[src/rtl/wb_write_arbiter_if.sv]
// Writeback arbiter bus bundle: ALU result, long-latency result, issue tag,
// scoreboard and register-file write port. slave = arbiter side, master = driver side.
interface wb_write_arbiter_if #(
  parameter int FIFO_DEPTH = 4
);
  localparam int CW = $clog2(FIFO_DEPTH) + 1;

  logic          alu_valid_i;
  logic [4:0]    alu_rd_i;
  logic [31:0]   alu_data_i;
  logic          alu_stall_o;
  logic          ll_valid_i;
  logic          ll_ready_o;
  logic [4:0]    ll_rd_i;
  logic [31:0]   ll_data_i;
  logic          issue_valid_i;
  logic [4:0]    issue_rd_i;
  logic [31:0]   busy_o;
  logic          reg_wen_o;
  logic [4:0]    reg_waddr_o;
  logic [31:0]   reg_wdata_o;
  logic [CW-1:0] fifo_count_o;

  modport slave (
    input  alu_valid_i, alu_rd_i, alu_data_i,
    input  ll_valid_i, ll_rd_i, ll_data_i,
    input  issue_valid_i, issue_rd_i,
    output alu_stall_o, ll_ready_o, busy_o,
    output reg_wen_o, reg_waddr_o, reg_wdata_o, fifo_count_o
  );

  modport master (
    output alu_valid_i, alu_rd_i, alu_data_i,
    output ll_valid_i, ll_rd_i, ll_data_i,
    output issue_valid_i, issue_rd_i,
    input  alu_stall_o, ll_ready_o, busy_o,
    input  reg_wen_o, reg_waddr_o, reg_wdata_o, fifo_count_o
  );
endinterface

[src/rtl/wb_write_arbiter.sv]
// Register-file write-port arbiter: ALU results vs. a FIFO of long-latency results,
// plus a pending-write scoreboard. Define WB_STARVE_GUARD_EN to add the FIFO starvation guard.
module wb_write_arbiter #(
  parameter int FIFO_DEPTH = 4
`ifdef WB_STARVE_GUARD_EN
  , parameter int STARVE_MAX = 3
`endif
) (
  input  logic              clk,
  input  logic              rst,
  wb_write_arbiter_if.slave bus
);
  localparam int AW = $clog2(FIFO_DEPTH);
  localparam int CW = AW + 1;

  logic [4:0]    r_fifo_rd   [FIFO_DEPTH];
  logic [31:0]   r_fifo_data [FIFO_DEPTH];
  logic [AW-1:0] r_wr_ptr;
  logic [AW-1:0] r_rd_ptr;
  logic [CW-1:0] r_count;
  logic          r_wen;
  logic [4:0]    r_waddr;
  logic [31:0]   r_wdata;
  logic [31:0]   r_busy;

  logic          w_alu_req;
  logic          w_fifo_req;
  logic          w_force;
  logic          w_grant_alu;
  logic          w_grant_fifo;
  logic          w_ready;
  logic          w_enq;
  logic [4:0]    w_head_rd;
  logic [31:0]   w_head_data;
  logic [31:0]   w_busy_set;
  logic [31:0]   w_busy_clr;

  assign w_alu_req    = bus.alu_valid_i && (bus.alu_rd_i != 5'd0);
  assign w_fifo_req   = (r_count != '0);
  assign w_ready      = (r_count < CW'(FIFO_DEPTH));
  assign w_enq        = bus.ll_valid_i && w_ready && (bus.ll_rd_i != 5'd0);
  assign w_grant_fifo = w_fifo_req && (w_force || !w_alu_req);
  assign w_grant_alu  = !w_force && w_alu_req;
  assign w_head_rd    = r_fifo_rd[r_rd_ptr];
  assign w_head_data  = r_fifo_data[r_rd_ptr];

`ifdef WB_STARVE_GUARD_EN
  localparam int SW = (STARVE_MAX < 1) ? 1 : $clog2(STARVE_MAX + 1);
  logic [SW-1:0] r_starve;

  // Counts consecutive cycles the FIFO head lost to the ALU.
  assign w_force = (r_starve == SW'(STARVE_MAX));

  always_ff @(posedge clk or negedge rst) begin
    if (!rst) begin
      r_starve <= '0;
    end else if (!w_fifo_req || w_grant_fifo) begin
      r_starve <= '0;
    end else if (w_grant_alu) begin
      r_starve <= r_starve + 1'b1;
    end
  end
`else
  assign w_force = 1'b0;
`endif

  // Result storage carries no reset; occupancy and pointers decide validity.
  always_ff @(posedge clk) begin
    if (w_enq) begin
      r_fifo_rd[r_wr_ptr]   <= bus.ll_rd_i;
      r_fifo_data[r_wr_ptr] <= bus.ll_data_i;
    end
  end

  always_ff @(posedge clk or negedge rst) begin
    if (!rst) begin
      r_wr_ptr <= '0;
      r_rd_ptr <= '0;
      r_count  <= '0;
    end else begin
      if (w_enq) begin
        r_wr_ptr <= r_wr_ptr + 1'b1;
      end
      if (w_grant_fifo) begin
        r_rd_ptr <= r_rd_ptr + 1'b1;
      end
      case ({w_enq, w_grant_fifo})
        2'b10:   r_count <= r_count + 1'b1;
        2'b01:   r_count <= r_count - 1'b1;
        default: r_count <= r_count;
      endcase
    end
  end

  always_ff @(posedge clk or negedge rst) begin
    if (!rst) begin
      r_wen   <= 1'b0;
      r_waddr <= 5'd0;
      r_wdata <= 32'd0;
    end else if (w_grant_fifo) begin
      r_wen   <= 1'b1;
      r_waddr <= w_head_rd;
      r_wdata <= w_head_data;
    end else if (w_grant_alu) begin
      r_wen   <= 1'b1;
      r_waddr <= bus.alu_rd_i;
      r_wdata <= bus.alu_data_i;
    end else begin
      r_wen   <= 1'b0;
    end
  end

  // A new issue to the register being retired keeps it busy (set applied after clear).
  assign w_busy_set = (bus.issue_valid_i && (bus.issue_rd_i != 5'd0)) ? (32'd1 << bus.issue_rd_i) : 32'd0;
  assign w_busy_clr = w_grant_fifo ? (32'd1 << w_head_rd) : 32'd0;

  always_ff @(posedge clk or negedge rst) begin
    if (!rst) begin
      r_busy <= 32'd0;
    end else begin
      r_busy <= ((r_busy & ~w_busy_clr) | w_busy_set) & ~32'd1;
    end
  end

  assign bus.alu_stall_o  = w_force && bus.alu_valid_i;
  assign bus.ll_ready_o   = w_ready;
  assign bus.busy_o       = r_busy;
  assign bus.reg_wen_o    = r_wen;
  assign bus.reg_waddr_o  = r_waddr;
  assign bus.reg_wdata_o  = r_wdata;
  assign bus.fifo_count_o = r_count;
endmodule

[src/flat_wrapper.sv]
// flat-port wrapper written by rule: the top's interface ports become plain ports
module wb_write_arbiter_flat 
#(
  parameter int FIFO_DEPTH = 4

)
  (clk, rst, bus_alu_valid_i, bus_alu_rd_i, bus_alu_data_i, bus_ll_valid_i, bus_ll_rd_i, bus_ll_data_i, bus_issue_valid_i, bus_issue_rd_i, bus_alu_stall_o, bus_ll_ready_o, bus_busy_o, bus_reg_wen_o, bus_reg_waddr_o, bus_reg_wdata_o, bus_fifo_count_o);
  wb_write_arbiter_if #(.FIFO_DEPTH(FIFO_DEPTH)) bus_i ();
  input  logic clk;
  input  logic rst;
  input wire logic [$bits(bus_i.alu_valid_i)-1:0] bus_alu_valid_i;
  input wire logic [$bits(bus_i.alu_rd_i)-1:0] bus_alu_rd_i;
  input wire logic [$bits(bus_i.alu_data_i)-1:0] bus_alu_data_i;
  input wire logic [$bits(bus_i.ll_valid_i)-1:0] bus_ll_valid_i;
  input wire logic [$bits(bus_i.ll_rd_i)-1:0] bus_ll_rd_i;
  input wire logic [$bits(bus_i.ll_data_i)-1:0] bus_ll_data_i;
  input wire logic [$bits(bus_i.issue_valid_i)-1:0] bus_issue_valid_i;
  input wire logic [$bits(bus_i.issue_rd_i)-1:0] bus_issue_rd_i;
  output wire logic [$bits(bus_i.alu_stall_o)-1:0] bus_alu_stall_o;
  output wire logic [$bits(bus_i.ll_ready_o)-1:0] bus_ll_ready_o;
  output wire logic [$bits(bus_i.busy_o)-1:0] bus_busy_o;
  output wire logic [$bits(bus_i.reg_wen_o)-1:0] bus_reg_wen_o;
  output wire logic [$bits(bus_i.reg_waddr_o)-1:0] bus_reg_waddr_o;
  output wire logic [$bits(bus_i.reg_wdata_o)-1:0] bus_reg_wdata_o;
  output wire logic [$bits(bus_i.fifo_count_o)-1:0] bus_fifo_count_o;
  assign bus_i.alu_valid_i = bus_alu_valid_i;
  assign bus_i.alu_rd_i = bus_alu_rd_i;
  assign bus_i.alu_data_i = bus_alu_data_i;
  assign bus_i.ll_valid_i = bus_ll_valid_i;
  assign bus_i.ll_rd_i = bus_ll_rd_i;
  assign bus_i.ll_data_i = bus_ll_data_i;
  assign bus_i.issue_valid_i = bus_issue_valid_i;
  assign bus_i.issue_rd_i = bus_issue_rd_i;
  assign bus_alu_stall_o = bus_i.alu_stall_o;
  assign bus_ll_ready_o = bus_i.ll_ready_o;
  assign bus_busy_o = bus_i.busy_o;
  assign bus_reg_wen_o = bus_i.reg_wen_o;
  assign bus_reg_waddr_o = bus_i.reg_waddr_o;
  assign bus_reg_wdata_o = bus_i.reg_wdata_o;
  assign bus_fifo_count_o = bus_i.fifo_count_o;
  wb_write_arbiter #(.FIFO_DEPTH(FIFO_DEPTH)) u_core (.clk(clk), .rst(rst), .bus(bus_i));
endmodule
[config.mk]
export PLATFORM = sky130hd
export DESIGN_NAME = wb_write_arbiter_flat
export DESIGN_NICKNAME = d
export VERILOG_FILES = /design/src/rtl/wb_write_arbiter_if.sv /design/src/rtl/wb_write_arbiter.sv /design/src/flat_wrapper.sv
export SDC_FILE = /design/constraint.sdc
export NUM_CORES = 1
export LEC_CHECK = 0
export ABC_AREA = 1
export BUFFER_PORTS_ARGS = -buffer_cell sky130_fd_sc_hd__buf_4
export CORE_UTILIZATION = 35
export DETAILED_ROUTE_END_ITERATION = 8
export SLEW_MARGIN = 10
export SYNTH_ARGS = -nofsm -noshare
export SYNTH_HDL_FRONTEND = slang
export SYNTH_SLANG_ARGS = --single-unit
[constraint.sdc]
create_clock -name clk -period 8.5 [get_ports clk]
set_input_delay 1.275 -clock clk [delete_from_list [all_inputs] [get_ports clk]]
set_output_delay 1.275 -clock clk [all_outputs]
set_load 0.05 [all_outputs]
# Word-level counts from Yosys, hierarchy flattened
# Memory sizes are Yosys's and may differ from the RTL's.
# Index checks and enable logic that the tools add are counted.
# totals
mem_bits_rw	148
elab_cells	44
memories	2
input_bits	84
reg_bits	76
romBits	0
latchBits	0
# op_classes
addsub	4
magnitude_cmp	1
shift	2
div	0
multipliers	0
n_reduce_logical	12
n_bitwise	3
mux	11
eq_ne	2
# mem_list
memory	depth	word_bits	rd	rd_clocked_by_memory_dff	wr	line_no	source
u_core.r_fifo_data	4	32	1	0	1	wb_write_arbiter.sv:17	logic [31:0] r_fifo_data [FIFO_DEPTH];
u_core.r_fifo_rd	4	5	1	0	1	wb_write_arbiter.sv:16	logic [4:0] r_fifo_rd [FIFO_DEPTH];
# op_table
cell	count
32-bit 2-to-1 mux	4
1-bit by 5-bit << shifter with 32-bit output (first input constant)	2
32-bit AND	1
32-bit inverter	1
32-bit bitwise OR	1
5-bit nonzero test	3
5-bit 2-to-1 mux	2
3-bit case mux with 2 select lines	1
1-bit logical AND	5
2-bit by 1-bit adder with 2-bit output (second input constant)	2
1-bit 2-to-1 mux	4
2-bit nonzero test	2
3-bit by 1-bit adder with 3-bit output (second input constant)	1
3-bit < comparator (second input constant)	1
3-bit nonzero test	1
3-bit by 1-bit subtractor with 3-bit output (second input constant)	1
2-bit by 1-bit equality test with 1-bit output (second input constant)	1
2-bit equality test (second input constant)	1
1-bit zero test	1

# Depth between registers and ports, before layout
# Gate-level depths: netlist of the first run.
# logic_depth
word_depth	8
depth_mapped	12
ltp_nobuf	11

# Least setup slack after synthesis of the first run
# No wires, ideal clock.
# synth_path
path_type	input to register
from	input port bus_ll_rd_i[3]
to	memory u_core.r_fifo_data[0][0], enable pin
slack_ns	4.884
stages	4
t_arrival_ns	3.185
t_required_ns	8.069
setup_ns	0.431
n_path_buf	0
path_cell_list	nor3_1 -> nand2_1 -> nand3_1 -> nor2_1
# synth_between
elab_chain_len	4
# synth_rtl
element	line_no	source
from (decl)	flat_wrapper.sv:15	input wire logic [$bits(bus_i.ll_rd_i)-1:0] bus_ll_rd_i;
5-bit nonzero test	wb_write_arbiter.sv:41	assign w_enq = bus.ll_valid_i && w_ready && (bus.ll_rd_i != 5'd0);
1-bit logical AND	wb_write_arbiter.sv:41	
1-bit 2-to-1 mux	wb_write_arbiter.sv:69	if (w_enq) begin
1-bit 2-to-1 mux (implied by the code)	wb_write_arbiter.sv:71	r_fifo_data[r_wr_ptr] <= bus.ll_data_i;
to (decl)	wb_write_arbiter.sv:17	
# Every way passes these cells.

# Final worst setup path of the first run
# layout_path
from	register u_core.r_count[1], in the netlist u_core.bus.fifo_count_o[1]
to	register u_core.r_count[2], in the netlist u_core.bus.fifo_count_o[2]
# layout_rtl
element	line_no	source
from (decl)	wb_write_arbiter.sv:20	logic [CW-1:0] r_count;
from (signal assigned)	wb_write_arbiter.sv:88	2'b10: r_count <= r_count + 1'b1;
from (signal assigned)	wb_write_arbiter.sv:89	2'b01: r_count <= r_count - 1'b1;
from (signal assigned)	wb_write_arbiter.sv:90	default: r_count <= r_count;
3-bit nonzero test *	wb_write_arbiter.sv:39	assign w_fifo_req = (r_count != '0);
1-bit logical AND *	wb_write_arbiter.sv:42	assign w_grant_fifo = w_fifo_req && (w_force || !w_alu_req);
named net u_core.w_grant_fifo	wb_write_arbiter.sv:30	logic w_grant_fifo;
2-bit by 1-bit equality test with 1-bit output / 2-bit equality test (equally long branches)	wb_write_arbiter.sv:87	case ({w_enq, w_grant_fifo})
3-bit case mux with 2 select lines / 2-bit nonzero test (equally long branches)	--	
# Mark *: on every way through the listed nets, which the timed path passes. The rest lies on a longest branch.
# A chain may end at the register's enable or synchronous reset.

==> key figures, run 1 <==
Route
  • Total wire length: 22.90 mm
  • Via Count: 6794
  • Pre-antenna DRT Iters: 9
  • Average vias per placed instance: 4.846
  • Number of nets with antenna violations after routing: 0
  • Average wire length per cell after detail routing: between 15 and 20 um
  • Remaining design rule violation count: 15
  • First DRT Iteration DRCs: around 550

Clock network
  • H-tree depth reported by CTS: 1
  • # resized after CTS: 0
  • Number of CTS-inserted buffers: 25
  • CTS sink cnt: 224
  • Clock-pin transition on the worst setup and hold timing paths: 0.06 ns
  • Root buffer selected by CTS: clkbuf_16
  • Setup bufs post-CTS: 0
  • Hold buffer count at CTS: 0
  • Buffer levels on the longest clock path: 3
  • CTS tree: built
  • Worst-Skew Late Latency: between 0.5 and 0.6 ns

Floorplan
  • Area enclosed by the die boundary: 27570 um2
  • Chip height: 166.0 um
  • Placeable Area: 26210 um2
  • Initial Util: 0.3594
  • Ports: 159
  • Die X: 166.0 um
  • Number of core rows: 59

Worst setup path
  • Kind of cell adding the most delay to the critical path: buffers and inverters
  • Crit path capture type: register
  • Cell chain of the critical path: nor3_1 -> inv_2 -> nand2_2 -> inv_1 -> ha_1 -> inv_1 -> fa_1 -> a21oi_1 -> o21ai_0 -> xor2_1
  • Cells on worst reg2reg path: 10
  • Startpoint types: register
  • Data required time of the worst path: 8.90 ns
  • Number of buffer and inverter stages on the critical path: 3
  • Most used cell, CP: inv_1
  • Worst reg2reg setup slack: about 5.3 ns
  • Crit path from: u_core.bus.fifo_count_o[1]$_DFFE_PN0P_
  • Maximum net fanout on the critical path: 41
  • Critical Path End: u_core.bus.fifo_count_o[2]$_DFFE_PN0P_
  • Critical register-to-register path endpoint: u_core.bus.fifo_count_o[2]$_DFFE_PN0P_
  • Reg-to-reg critical path startpoint: u_core.bus.fifo_count_o[1]$_DFFE_PN0P_
  • Master of the slowest instance on the critical path: nand2_2
  • CP Class: reg -> reg
  • Largest stage delay, worst path: between 0.7 and 0.8 ns
  • Arrival @ worst endpoint: roughly 3.6 ns
  • Number of gates on the worst path with buffers counted: 10

Timing
  • Fin crit period: approximately 3.2 ns
  • Setup total negative slack: 0 ns
  • Tcrit/Tclk final: 0.3810
  • Rel. slew slack: 0.2149
  • Slew @ Worst Pin: 1.175 ns
  • RSZ-0062 raised after global routing: false
  • Fmax: 0.3088 GHz
  • Worst clock skew: 0.01037 ns
  • Final setup vio count: 0
  • Max-slew violation count: 0
  • Number of failing hold endpoints at the final stage: 0

Synth
  • Post-Syn Area: 9419 um2
  • Yosys cell types: 28
  • Synthesized flop and latch total: 224
  • Sequential fraction of the synthesis area: 0.6738
  • Mean instance size in the synthesized netlist: 10.41 um2
  • Post-synthesis cell count: 905
  • YS warnings: 0

Outcome
  • Violated checks: DRC
  • Status: finished, violations left

Power
  • Total Power Consumption: 4.717 mW
  • IR Drop Worst-Case VDD: 223.5 uV
  • PwrDens: 401.9 nW/um2
  • Leakage component of the power: 4.970 nW

Flow run
  • Maximum Capacitance Violations: 0

Final layout
  • Footprint of the flip-flops and latches: 6349 um2
  • Post-route cell area: 11740 um2
  • Layout area overhead: 24.59%
  • Post-layout nets: 1138
  • Number of fill cells: 2463
  • Area occupied by multi-input gates: 2730 um2
  • Share of layout cells above drive strength 1: 0.2165
  • Antenna diodes: 0

Place
  • Final weighted congestion in routability-driven placement: 0.7560
  • Port Buf Inserts: 156
  • Placed inst area: around 11000 um2
  • Estimated wirelength of the detail-placed design: between 10 and 15 mm

Global route
  • Wire length of the first global-routing pass: 37.20 mm
  • Number of global-route vias before repair: 6819
  • Total overflow reported by the global router: 0
  • Pin count of the biggest net entering global routing: approximately 80
  • Overall global routing resource usage: 0.1697
  • Antenna violations before repair: 0

Min path
  • Hold/Removal Path Class: reg -> reg
==> through the flow <==
| stage | hold slack, ns | util | instances | setup WS [ns] |
|---|---|---|---|---|
| global placement | 0.4558 | 0.4126 | 1353 | 4.773 |
| floorplan | 0.5566 | - | 906 | 4.884 |
| detailed placement | 0.4603 | 0.4126 | 1353 | 4.766 |
| global route | 0.4969 | 0.4478 | 1402 | 4.905 |
| finish | 0.4729 | 0.4478 | 1402 | 5.262 |
| CTS | 0.4754 | 0.4455 | 1399 | 5.208 |
==> flip-flops by register name, summed over array words and instances (netlist names) <==
signal	flops
u_core.bus.busy_o	31
u_core.bus.fifo_count_o	3
u_core.bus.reg_waddr_o	5
u_core.bus.reg_wdata_o	32
u_core.bus.reg_wen_o	1
u_core.r_fifo_data	128
u_core.r_fifo_rd	20
u_core.r_rd_ptr	2
u_core.r_wr_ptr	2
==> synthesized netlist by cell type, drive strengths merged <==
cell / number / share of area
a21oi: 67 / 0.036
buf: 35 / 0.023
clkbuf: 13 / 0.0052
clkinv: 1 / 0.00053
conb: 1 / 0.00040
dfrtp: 76 / 0.20
edfxtp: 148 / 0.47
fa: 1 / 0.0021
ha: 5 / 0.0066
inv: 29 / 0.012
nand2: 285 / 0.12
nand3: 129 / 0.069
nor2: 97 / 0.044
nor3: 6 / 0.0032
o211ai: 5 / 0.0045
o21ai: 3 / 0.0016
xnor2: 1 / 0.00093
xor2: 3 / 0.0028
==> how the worst min path moves through the flow <==
stage | startpoint | to | slack [ns] | cells past startpoint
6_report | u_core.bus.busy_o[6]$_DFF_PN0_ | u_core.bus.busy_o[6]$_DFF_PN0_ | 0.47 | 2
3_5_place_dp | u_core.bus.busy_o[6]$_DFF_PN0_ | u_core.bus.busy_o[6]$_DFF_PN0_ | 0.46 | 2
4_1_cts | u_core.bus.busy_o[6]$_DFF_PN0_ | u_core.bus.busy_o[6]$_DFF_PN0_ | 0.48 | 2
2_1_floorplan | u_core.r_wr_ptr[1]$_DFFE_PN0P_ | u_core.r_wr_ptr[1]$_DFFE_PN0P_ | 0.56 | 2
5_1_grt | u_core.bus.busy_o[20]$_DFF_PN0_ | u_core.bus.busy_o[20]$_DFF_PN0_ | 0.50 | 2
3_3_place_gp | u_core.bus.busy_o[6]$_DFF_PN0_ | u_core.bus.busy_o[6]$_DFF_PN0_ | 0.46 | 2
==> worst min-delay path: stages, from the launching register on <==
cell	delay (ns)
dfrtp_1	0.34
nand2_1	0.05
nand2_1	0.05
==> where the power goes <==
group | internal (mW) | switching [mW]
Combinational | 0.542 | 1.48
Sequential | 1.45 | 0.129
Clock | 0.701 | 0.422
Total | 2.69 | 2.03
==> cell type report <==
class / instances / share of cell area
clock inverters: 15 / 0.01738
multi-input cells: 604 / 0.2326
flip-flops and latches: 224 / 0.5410
well taps: 335 / 0.03572
clock buffers: 31 / 0.05608
repair buffers: 163 / 0.1075
inverters: 30 / 0.009703
==> per-layer routing <==
layer	track usage	wire length, um
met5	0	0
met2	0.2743	10670
met4	0.04632	445
met3	0.03146	1385
met1	0.2340	10400
==> logic make-up after synthesis <==
kind of cell,share of synthesized area
flops,0.6738
other cells,0.0003981
compound gates,0.04171
buf+inv,0.03998
xor+xnor,0.003720
fa+ha+maj,0.008767
simple gates,0.2317
==> layout by cell type (no fill, tap or decap), drive strengths merged, types with 2 or more instances in the layout <==
cell / count
a21oi: 67
buf: 163
bufinv: 5
clkbuf: 31
clkinv: 9
conb: 2
dfrtp: 76
edfxtp: 148
ha: 5
inv: 30
nand2: 285
nand3: 129
nor2: 97
nor3: 6
o211ai: 5
o21ai: 3
xor2: 3
Power figures use the tool's default switching activity.
==> inputs of run 2 (changes only) <==
Clock period 8.5 ns to 2.6 ns, I/O delays scaled along.
==> key figures, run 2 (synthesis results as in run 1) <==
Outcome
  • Status: finished, violations left
  • Violated checks: DRC

Timing
  • Hold_ws: 0.08358 ns
  • Slew @ Worst Pin: 0.7339 ns
  • Worst clock skew: a little over 0.009 ns
  • Rel. slew slack: 0.5100
  • Final setup vio count: 0
  • Max-slew violation count: 0
  • RSZ-0062 raised after global routing: false
  • Fmax: 0.4894 GHz
  • Number of failing hold endpoints at the final stage: 0
  • Fin crit period: approximately 2.0 ns
  • Tcrit/Tclk final: 0.7859

Global route
  • Overall global routing resource usage: 0.1687
  • M3 GR Usage: 0.04004
  • Pin count of the biggest net entering global routing: 41
  • Met2 track utilization from global routing: 0.2777
  • Number of global-route vias before repair: 6650
  • Met1 Usage GRT: 0.2246
  • Wire length of the first global-routing pass: 36.63 mm
  • Antenna violations before repair: 2
  • Gr busiest metal: met2
  • Total overflow reported by the global router: 0

Route
  • First DRT Iteration DRCs: 495
  • Total wire length: 23.06 mm
  • Via Count: 6808
  • Remaining design rule violation count: 26
  • Average wire length per cell after detail routing: 16.31 um
  • Number of nets with antenna violations after routing: 0
  • Pre-antenna DRT Iters: 7
  • Average vias per placed instance: 4.815

Power
  • Net load switching power: 6.613 mW
  • Sequential share of power: 0.338
  • PwrDens: around 1300 nW/um2
  • Fraction of power spent switching nets: 0.4322
  • Combinational fraction of design power: 0.435
  • Leakage component of the power: 5.012 nW
  • Portion of total power attributed to the clock network: 0.226
  • IR Drop Worst-Case VDD: about 740 uV
  • Cell-internal power: 8.689 mW

Clock network
  • Worst-Skew Late Latency: 0.51 ns
  • Number of CTS-inserted buffers: 24
  • # resized after CTS: 0
  • Clock-pin transition on the worst setup and hold timing paths: 0.06 ns
  • H-tree depth reported by CTS: 1
  • Buffer levels on the longest clock path: 3
  • CTS tree: built
  • Root buffer selected by CTS: clkbuf_16
  • CTS sink cnt: 224

Final layout
  • Number of fill cells: 2417
  • Largest register by flop count: u_core.r_fifo_data
  • Number of flip-flops under the largest register name: 128
  • Most frequent cells in the layout: nand2_1, buf_4, edfxtp_1
  • Layout area overhead: 25.27%
  • Most frequent standard cell in the layout excluding fill and tap cells: nand2_1
  • Post-route cell area: about 12000 um2
  • Share of layout cells above drive strength 1: 0.2217
  • Post-layout nets: 1150
  • Area occupied by multi-input gates: roughly 2700 um2
  • Footprint of the flip-flops and latches: 6349 um2

Worst setup path
  • Data required time of the worst path: 2.98 ns
  • CP Class: reg -> reg
  • Crit path capture type: register
  • Startpoint types: register
  • Maximum net fanout on the critical path: 15
  • Arrival @ worst endpoint: 2.43 ns

Place
  • Placed inst area: 10980 um2
  • Final weighted congestion in routability-driven placement: 0.7757
  • Estimated wirelength of the detail-placed design: 14.51 mm
  • Port Buf Inserts: 156

Floorplan
  • Chip height: 166.0 um
  • Ports: 159
  • Area enclosed by the die boundary: 27570 um2
  • Die X: 166.0 um
  • Initial Util: 0.3594
  • Number of core rows: slightly below 60
  • Placeable Area: 26210 um2

Min path
  • Hold/Removal Path Class: in -> reg

Flow run
  • Maximum Capacitance Violations: 0
-- run 2: final timing paths --
check,from,endpoint,slack (ns),cells after the start
worst max-delay path,u_core.bus.fifo_count_o[0]$_DFFE_PN0P_,u_core.bus.fifo_count_o[2]$_DFFE_PN0P_,0.56,10
worst min-delay path,bus_ll_data_i[27],u_core.r_fifo_data[0][27]$_DFFE_PP_,0.08,1
worst max register to register,u_core.bus.fifo_count_o[0]$_DFFE_PN0P_,u_core.bus.fifo_count_o[2]$_DFFE_PN0P_,0.56,10
worst min register to register,u_core.bus.busy_o[19]$_DFF_PN0_,u_core.bus.busy_o[19]$_DFF_PN0_,0.48,2
max in group asynchronous,rst,u_core.bus.reg_waddr_o[4]$_DFFE_PN0P_,1.54,3
min in group asynchronous,rst,u_core.bus.reg_wdata_o[10]$_DFFE_PN0P_,0.41,2
-- run 2: metrics by stage --
stage | power (mW) | utilization | TNS [ns] | std cells | worst slack [ns]
finish | 15.30 | 0.4502 | 0 | 1414 | 0.5568
global route | 16.19 | 0.4501 | 0 | 1413 | 0.3364
CTS | 15.49 | 0.4501 | 0 | 1413 | 0.4974
detailed placement | 11.97 | 0.4188 | 0 | 1368 | 0.4140
global placement | 11.90 | 0.4188 | 0 | 1368 | 0.4584
floorplan | 9.895 | - | -33.46 | 906 | -0.2261
-- run 2: timing repair --
item                                   CTS  global route
hold buffers                             1             0
buffers inserted                         0             0
endpoints found under the hold margin   31             0
setup endpoints to repair                0             0
-- run 2: power groups by stage --
stage / combinational (mW) / clock (mW) / sequential [mW]
floorplan: 2.78 / 0 / 7.12
global placement: 6.67 / 0 / 5.23
detailed placement: 6.73 / 0 / 5.24
CTS: 6.75 / 3.56 / 5.18
global route: 7.21 / 3.71 / 5.27
finish: 6.66 / 3.46 / 5.18
-- run 2: final cells by class --
class                           instances  area share
Antenna cell                            1   0.0002121
Clock buffer                           33     0.05811
Clock inverter                         11     0.01060
Inverter                               30    0.009650
Multi-Input combinational cell        604      0.2314
Sequential cell                       224      0.5381
Tap cell                              335     0.03552
Timing Repair Buffer                  176      0.1164
-- run 2: critical path: stages, from the launching register on --
cell and delay (ns):
dfrtp_1 0.40, nor3_1 0.08, inv_2 0.27, nand2_2 0.09
inv_1 0.09, ha_1 0.14, inv_1 0.06, fa_1 0.38
a21oi_1 0.14, o21ai_0 0.12, xor2_1 0.15
-- run 2: metal layers --
| metal | part of all wire | vias up |
|---|---|---|
| met4 | 0.014 | 2 |
| li1 | - | 3352 |
| met1 | 0.44 | 3211 |
| met3 | 0.071 | 30 |
| met5 | 0.00056 | - |
| met2 | 0.47 | 213 |
==> inputs of run 3 (changes only) <==
Clock period 2.6 ns to 2.1 ns, I/O delays scaled along.
==> key figures, run 3 (synthesis results as in run 1) <==
Clock network
  • CTS tree: built
  • Buffer levels on the longest clock path: 3
  • Worst-Skew Late Latency: 0.52 ns
  • Clock-pin transition on the worst setup and hold timing paths: 0.06 ns
  • H-tree depth reported by CTS: 1
  • Number of CTS-inserted buffers: 25
  • CTS sink cnt: around 220
  • Root buffer selected by CTS: clkbuf_16
  • Setup bufs post-CTS: 0

Power
  • Portion of total power attributed to the clock network: 0.223
  • Net load switching power: 8.257 mW
  • Combinational fraction of design power: 0.443
  • IR Drop Worst-Case VDD: 811.2 uV
  • PwrDens: 1561 nW/um2
  • Leakage component of the power: 5.202 nW
  • Fraction of power spent switching nets: 0.4303
  • Total Power Consumption: 19.19 mW
  • Sequential share of power: 0.334
  • Cell-internal power: 10.93 mW

Timing
  • Fmax: 0.5367 GHz
  • RSZ-0062 raised after global routing: false
  • Number of failing hold endpoints at the final stage: 0
  • Final setup vio count: 0
  • Max-slew violation count: 0
  • Fin crit period: about 1.9 ns
  • Tcrit/Tclk final: 0.8873
  • Post-route setup slack: around 0.24 ns
  • Worst clock skew: around 0.0081 ns
  • Setup total negative slack: 0 ns
  • Hold_ws: 0.01750 ns

Global route
  • Met1 Usage GRT: 0.2244
  • M3 GR Usage: 0.03027
  • Gr busiest metal: met2
  • Pin count of the biggest net entering global routing: 76
  • Total overflow reported by the global router: 0
  • Wire length of the first global-routing pass: 37.45 mm
  • Antenna violations before repair: 1
  • Overall global routing resource usage: 0.1720
  • Number of global-route vias before repair: a little under 7k
  • Met2 track utilization from global routing: 0.2948

Worst setup path
  • Worst reg2reg setup slack: between 0.2 and 0.25 ns
  • CP Class: reg -> reg
  • Crit path capture type: register
  • Startpoint types: register
  • Cells on worst reg2reg path: 7
  • Reg-to-reg critical path startpoint: u_core.bus.fifo_count_o[1]$_DFFE_PN0P_
  • Maximum net fanout on the critical path: 34
  • Critical register-to-register path endpoint: u_core.bus.reg_wdata_o[24]$_DFFE_PN0P_
  • Arrival @ worst endpoint: 2.27 ns
  • Data required time of the worst path: 2.50 ns

Outcome
  • Status: finished, violations left
  • Violated checks: DRC

Floorplan
  • Ports: 159
  • Placeable Area: roughly 26000 um2
  • Number of core rows: between 50 and 60
  • Die X: around 170 um
  • Area enclosed by the die boundary: 27570 um2
  • Initial Util: 0.3594
  • Chip height: 166.0 um

Place
  • Final weighted congestion in routability-driven placement: between 0.7 and 0.8
  • Port Buf Inserts: 156
  • Placed inst area: 11150 um2
  • Estimated wirelength of the detail-placed design: ~15 mm
  • Worst Setup Slack post-DPL: 0.06577 ns
  • Number of cells after detailed placement: approximately 1.4k

Final layout
  • Post-layout nets: 1189
  • Filler-free cell count of the finished design: 1454
  • Share of layout cells above drive strength 1: 0.2308
  • Layout area overhead: 30.54%
  • Post-layout utilization of the core: 0.4692
  • Largest register by flop count: u_core.r_fifo_data
  • Post-route cell area: 12300 um2
  • Most frequent standard cell in the layout excluding fill and tap cells: nand2_1
  • Number of flip-flops under the largest register name: approximately 130
  • Most frequent cells in the layout: nand2_1, buf_4, edfxtp_1

Route
  • Total wire length: 23.27 mm
  • First DRT Iteration DRCs: 484
  • Average wire length per cell after detail routing: roughly 16 um
  • Remaining design rule violation count: 14
  • Pre-antenna DRT Iters: 7
  • Number of nets with antenna violations after routing: 0
  • Average vias per placed instance: 4.739
  • Via Count: 6890

Min path
  • Hold/Removal Path Class: in -> reg
  • Instance count along the most critical hold path: 1
  • Endpoint, Worst Hold: u_core.r_fifo_rd[1][2]$_DFFE_PP_
  • Start point of the worst min-delay path: bus_ll_rd_i[2]

Flow run
  • Maximum Capacitance Violations: 0
## run 3: worst max-delay path, stage by stage, from the launching register on
cell and delay (ns):
dfrtp_2 0.42, nor3_1 0.27, inv_2 0.07, buf_4 0.28, nor2_4 0.24, inv_4 0.21
nor2_1 0.16, nor2_1 0.06
## run 3: routing by layer
layer,up-vias,share of wire
met3,29,0.056
met5,-,0
met2,200,0.48
li1,3441,-
met4,0,0.021
met1,3220,0.44
## run 3: cell type report
cell class,instances,area [um2]
fill,2413,13910
sequential,224,6352
antenna,1,2.502
clock inverter,11,116.4
multi-input combinational,604,2758
timing repair buffer,214,1824
tap,335,419.2
clock buffer,35,703.2
inverter,30,120.1
## run 3: timing repair
action / in CTS / in global routing
gates resized for setup: 0 / 2
endpoints found under the hold margin: 147 / 0
hold buffers: 32 / 0
endpoints found under the setup margin: 0 / 33
## run 3: worst max-delay path by stage
stage                                                  end                              startpoint  depth (start not counted)
floorplan           u_core.bus.fifo_count_o[2]$_DFFE_PN0P_  u_core.bus.fifo_count_o[2]$_DFFE_PN0P_                          8
global placement    u_core.bus.fifo_count_o[2]$_DFFE_PN0P_                         bus_alu_rd_i[4]                         12
detailed placement  u_core.bus.reg_wdata_o[24]$_DFFE_PN0P_  u_core.bus.fifo_count_o[1]$_DFFE_PN0P_                          7
CTS                 u_core.bus.reg_wdata_o[24]$_DFFE_PN0P_  u_core.bus.fifo_count_o[0]$_DFFE_PN0P_                          7
global route        u_core.bus.reg_wdata_o[13]$_DFFE_PN0P_  u_core.bus.fifo_count_o[1]$_DFFE_PN0P_                          7
finish              u_core.bus.reg_wdata_o[24]$_DFFE_PN0P_  u_core.bus.fifo_count_o[1]$_DFFE_PN0P_                          7
## run 3: power groups by stage
stage	registers, mW	clock network, mW	logic [mW]
after floorplan	8.82	0	3.50
after global placement	6.49	0	8.46
after detailed placement	6.49	0	8.54
after CTS	6.42	4.37	8.61
after global routing	6.54	4.55	9.25
final	6.41	4.28	8.49
